File: config.mk
export PLATFORM = sky130hd
export DESIGN_NAME = em_pipe_reg
export DESIGN_NICKNAME = d
export VERILOG_FILES = /design/src/rtl/em_pipe_reg.sv
export SDC_FILE = /design/constraint.sdc
export NUM_CORES = 1
export LEC_CHECK = 0
export ABC_AREA = 0
export CORE_AREA = 2 2 148 150
export DETAILED_ROUTE_END_ITERATION = 8
export DIE_AREA = 0 0 150 152
export HOLD_SLACK_MARGIN = 0.08
export PLACE_DENSITY = 0.65
export RECOVER_POWER = 50
export SLEW_MARGIN = 20
export SYNTH_ARGS = -nofsm -noshare
export SYNTH_HDL_FRONTEND = slang
export SYNTH_SLANG_ARGS = --single-unit
File: constraint.sdc
create_clock -name clk -period 2.8 [get_ports clk]
set_input_delay 0.42 -clock clk [delete_from_list [all_inputs] [get_ports clk]]
set_output_delay 0.42 -clock clk [all_outputs]
set_load 0.01 [all_outputs]
File: src/rtl/em_pipe_reg.sv
// E->M pipeline register: captures execute-stage results, merges execute-stage
// overflow into the carried exception code and counts Tnew down for the hazard unit.
module em_pipe_reg #(
   parameter logic [31:0] HANDLER_PC = 32'h0000_4180,
   parameter logic [4:0]  EXC_OV     = 5'd12,
   parameter logic [4:0]  EXC_ADEL   = 5'd4,
   parameter logic [4:0]  EXC_ADES   = 5'd5
) (
   input  logic        clk,
   input  logic        reset,
   input  logic        req,
   input  logic [31:0] instr_E,
   input  logic [31:0] pc_E,
   input  logic        bd_E,
   input  logic [4:0]  exccode_E,
   input  logic [31:0] alu_c_E,
   input  logic        cal_overflow_E,
   input  logic [1:0]  ov_kind_E,
   input  logic [31:0] hi_E,
   input  logic [31:0] lo_E,
   input  logic [1:0]  res_sel_E,
   input  logic [31:0] rt_data_E,
   input  logic [4:0]  wa_E,
   input  logic [1:0]  tnew_E,
   output logic [31:0] instr_M,
   output logic [31:0] pc_M,
   output logic        bd_M,
   output logic [4:0]  exccode_M,
   output logic [31:0] addr_M,
   output logic [31:0] result_M,
   output logic [31:0] wdata_M,
   output logic [4:0]  wa_M,
   output logic [1:0]  tnew_M
);

   logic [31:0] result_next;
   logic [4:0]  exccode_next;
   logic [4:0]  wa_next;
   logic [1:0]  tnew_next;
   logic        new_ov;

   // Result select, exception merge, Ov kill and Tnew countdown.
   always_comb begin
      result_next  = alu_c_E;
      exccode_next = 5'd0;
      new_ov       = 1'b0;

      unique case (res_sel_E)
         2'd0: result_next = alu_c_E;
         2'd1: result_next = hi_E;
         2'd2: result_next = lo_E;
         2'd3: result_next = pc_E + 32'd8;
      endcase

      // Upstream exceptions always take priority over execute-stage overflow.
      if (exccode_E != 5'd0) begin
         exccode_next = exccode_E;
      end else if (cal_overflow_E) begin
         unique case (ov_kind_E)
            2'd0: exccode_next = 5'd0;
            2'd1: begin
               exccode_next = EXC_OV;
               new_ov       = 1'b1;
            end
            2'd2: exccode_next = EXC_ADEL;
            2'd3: exccode_next = EXC_ADES;
         endcase
      end

      // Only a freshly raised Ov kills the write here; AdEL/AdES are suppressed downstream.
      wa_next   = new_ov ? 5'd0 : wa_E;
      tnew_next = (tnew_E == 2'd0) ? 2'd0 : tnew_E - 2'd1;
   end

   // Pipeline register: reset > flush request > capture.
   always_ff @(posedge clk) begin
      if (reset) begin
         instr_M   <= 32'd0;
         pc_M      <= 32'd0;
         bd_M      <= 1'b0;
         exccode_M <= 5'd0;
         addr_M    <= 32'd0;
         result_M  <= 32'd0;
         wdata_M   <= 32'd0;
         wa_M      <= 5'd0;
         tnew_M    <= 2'd0;
      end else if (req) begin
         instr_M   <= 32'd0;
         pc_M      <= HANDLER_PC;
         bd_M      <= 1'b0;
         exccode_M <= 5'd0;
         addr_M    <= 32'd0;
         result_M  <= 32'd0;
         wdata_M   <= 32'd0;
         wa_M      <= 5'd0;
         tnew_M    <= 2'd0;
      end else begin
         instr_M   <= instr_E;
         pc_M      <= pc_E;
         bd_M      <= bd_E;
         exccode_M <= exccode_next;
         addr_M    <= alu_c_E;
         result_M  <= result_next;
         wdata_M   <= rt_data_E;
         wa_M      <= wa_next;
         tnew_M    <= tnew_next;
      end
   end

endmodule

==> summary.md <==
| Metric | Value |
|---|---|
| CP max FO | 13 |
| Layout cell share with drive strength beyond 1 | 6.49% |
| Critical Path Sink | result_M[26]$_SDFF_PP0_ |
| MaxCap Viol Count | 0 |
| Pwr/cell area | 538 mW/mm2 |
| Primary FF master, synth | dfxtp_1 |
| CTS root buffer | clkbuf_16 |
| Vias in the first global route | 5289 |
| Final min period | 2260 ps |
| Crit end category | register |
| Dpl cells | 1204 |
| Worst-path cell chain | dlygate4sd3_1, or2_0, clkbuf_1, o22ai_1 |
| Relative slew margins | 38.1% |
| RSZ-0062 raised after global routing | false |
| Slowest CP cell | or2_0 |
| Critical Path AT | 2540 ps |
| Final number of hold-violating endpoints | 0 |
| Ys Warns | 0 |
| Buf/Inv on CP | 2 |
| Initial antenna violation count | 0 |
| HPWL Detailed | 17800 um |
| Lkg Pwr | 4.21 nW |
| Startpoint Class | input pin |
| Starting Density | 28.3% |
| Number of synthesized flops with an enable pin | 0 |
| Hold Slack | 452 ps |
| Worst vdd ir | 333 uV |
| Pin count of the biggest net entering global routing | 94 |
| Tightest Pin Transition | 928 ps |
| Cts hold-fix bufs | 0 |
| Core area | 0.0214 mm2 |
| CP top delay family | buffers and inverters |
| Fin cells | 1235 |
| Pre-antenna DRT Iters | 4 |
| CTS Buffer Depth | 2 |
| Diodes inserted | 0 |
| Crit path kind | in -> reg |
| WP data required | 3080 ps |
| Max Slew Vio Count | 0 |
| Synthesized flop and latch total | 173 |
| Distinct cell type count after synthesis | 40 |
| Outcome | complete, no violations |
| Area of the multi-input gates | 0.00238 mm2 |
| PostCTS Resize Cnt | 0 |
| H-tree levels | 4 |
| Syn Area/Cell | 10.8 um2 |
| # IOs | 386 |
| Post-Syn Instances | 558 |
| Fin nets | 1158 |
| Die Wd | 150 um |
| Global-route wire length before repair | 32800 um |
| Row Count | 54 |
| Highest cell delay on the worst timing path | 750 ps |
| Async set or reset register ratio after synthesis | 0% |
| Clock Pin Slew Worst Setup and Hold Paths | 70 ps |
| Final Setup Violations | 0 |
| CTS tree | yes |
| Antenna violation net count after detailed routing | 0 |
| GPL Wtd Cong | 0.886 |
| Post-route clock period utilization | 80.7% |
| Setup TNS | 0 ps |
| IO Port Bufs | 385 |
| Critical Path Start | req |
| Fmax | 442 MHz |
| Average wire per standard cell | 18.0 um |
| Register area share after synthesis | 57.2% |
| Die Ht | 152 um |
| Worst hold path class | in -> reg |
| DRC errors left | 0 |
| Vias | 5342 |
| Syn nets | 773 |
| GRT overflow | 0 |
| Layout area overhead | 77.5% |
| Critical path depth | 4 |
| Clock Sinks | 173 |
| Post-Syn Area | 0.00605 mm2 |
| GRT Overall Usage | 19.3% |
| Postcts setup bufs | 0 |
| Detailed Route Iter0 Violations | 167 |
| Vias/cell | 4.33 |
| Routed WL | 22300 um |
| Reg area | 0.00346 mm2 |
| CTS buffer count | 17 |
| Full die area | 0.0228 mm2 |
| Fillcell total | 2014 |
==> cell usage in the layout, fill, tap and decap left out, types with 11 or more instances in the layout <==
| master | netlist | final |
|---|---|---|
| a21oi_1 | 22 | 22 |
| and2_0 | 0 | 28 |
| and2_1 | 138 | 110 |
| clkbuf_16 | 0 | 17 |
| clkdlybuf4s50_1 | 0 | 352 |
| dfxtp_1 | 173 | 173 |
| dlygate4sd3_1 | 0 | 31 |
| mux2i_1 | 19 | 19 |
| nand3_1 | 11 | 11 |
| nand4_1 | 12 | 12 |
| nor2_1 | 37 | 37 |
| o22ai_1 | 19 | 19 |
| xor2_1 | 21 | 21 |
==> where the power goes <==
| part | internal [mW] | switching, mW |
|---|---|---|
| registers | 2.57 | 0.0264 |
| clock network | 1.19 | 1.12 |
| logic | 0.547 | 0.333 |
| total | 4.30 | 1.48 |
==> per-layer routing <==
layer  vias to the layer above  global-route usage [%]  routed length (um)
met5                         -                       0                   0
met4                         0                    6.60                 392
met3                        25                    4.53                1410
met2                       200                    33.4               11200
met1                      2496                    23.3                9290
li1                       2621                       -                   -
==> logic make-up after synthesis <==
kind of cell	after synthesis	share of synthesized area [%]
fa+ha+maj	2	0.413
buf+inv	39	3.45
compound gates	54	5.29
flops	173	57.2
xor+xnor	27	3.91
simple gates	232	22.8
mux	31	6.87
==> registers in the layout (all words and copies together), names as in the netlist <==
name,cells
bd_M,1
tnew_M,2
result_M,32
pc_M,32
exccode_M,5
addr_M,32
instr_M,32
wa_M,5
wdata_M,32
==> worst min path at each step <==
stage                             from                       to  slack [ps]  depth (start not counted)
final                     res_sel_E[0]  result_M[17]$_SDFF_PP0_         450                          3
after global routing      res_sel_E[0]  result_M[17]$_SDFF_PP0_         470                          3
after CTS                 res_sel_E[1]  result_M[16]$_SDFF_PP0_         440                          2
after detailed placement  res_sel_E[1]  result_M[16]$_SDFF_PP0_         890                          2
after global placement    res_sel_E[1]  result_M[16]$_SDFF_PP0_         890                          2
after floorplan                  reset      pc_M[14]$_SDFF_PP0_         490                          1
==> layout make-up <==
| cell class | count | share of cell area (%) |
|---|---|---|
| Multi-Input combinational cell | 346 | 22.1 |
| Sequential cell | 173 | 32.2 |
| Timing Repair Buffer | 397 | 36.7 |
| Clock inverter | 14 | 1.40 |
| Inverter | 8 | 0.280 |
| Clock buffer | 17 | 3.96 |
| Tap cell | 280 | 3.26 |
==> per-stage QoR <==
step           worst slack, ps  power, mW  utilization (%)  area, um2
2_1_floorplan             1150       2.93                -       6050
3_3_place_gp               472       3.54             47.7      10200
3_5_place_dp               429       3.55             47.7      10200
4_1_cts                    882       5.88             50.4      10800
5_1_grt                    357       6.01             50.3      10700
6_report                   539       5.78             50.3      10700
==> cells in the mapped netlist (2+ instances only) <==
cell type	instances	area share, %
and2_1	138	14
o21ai_0	2	0.17
a21oi_1	22	1.8
ha_1	2	0.41
and2_2	2	0.25
nand3_1	11	0.91
nand4_1	12	1.2
dfxtp_1	173	57
mux4_2	8	3.0
mux2i_1	19	3.1
xor2_1	21	3.0
xnor2_1	6	0.87
clkbuf_8	2	0.45
clkbuf_1	18	1.1
and3_1	4	0.41
a31oi_1	5	0.52
buf_6	3	0.56
o221ai_1	4	0.58
mux2_2	4	0.74
nor3_1	6	0.50
inv_1	8	0.50
nand2b_1	3	0.31
o22ai_1	19	2.0
nor2_1	37	2.3
buf_2	6	0.50
nand2_1	8	0.50
nand3_2	2	0.33
Note: power is estimated with default switching activity, not from simulation.
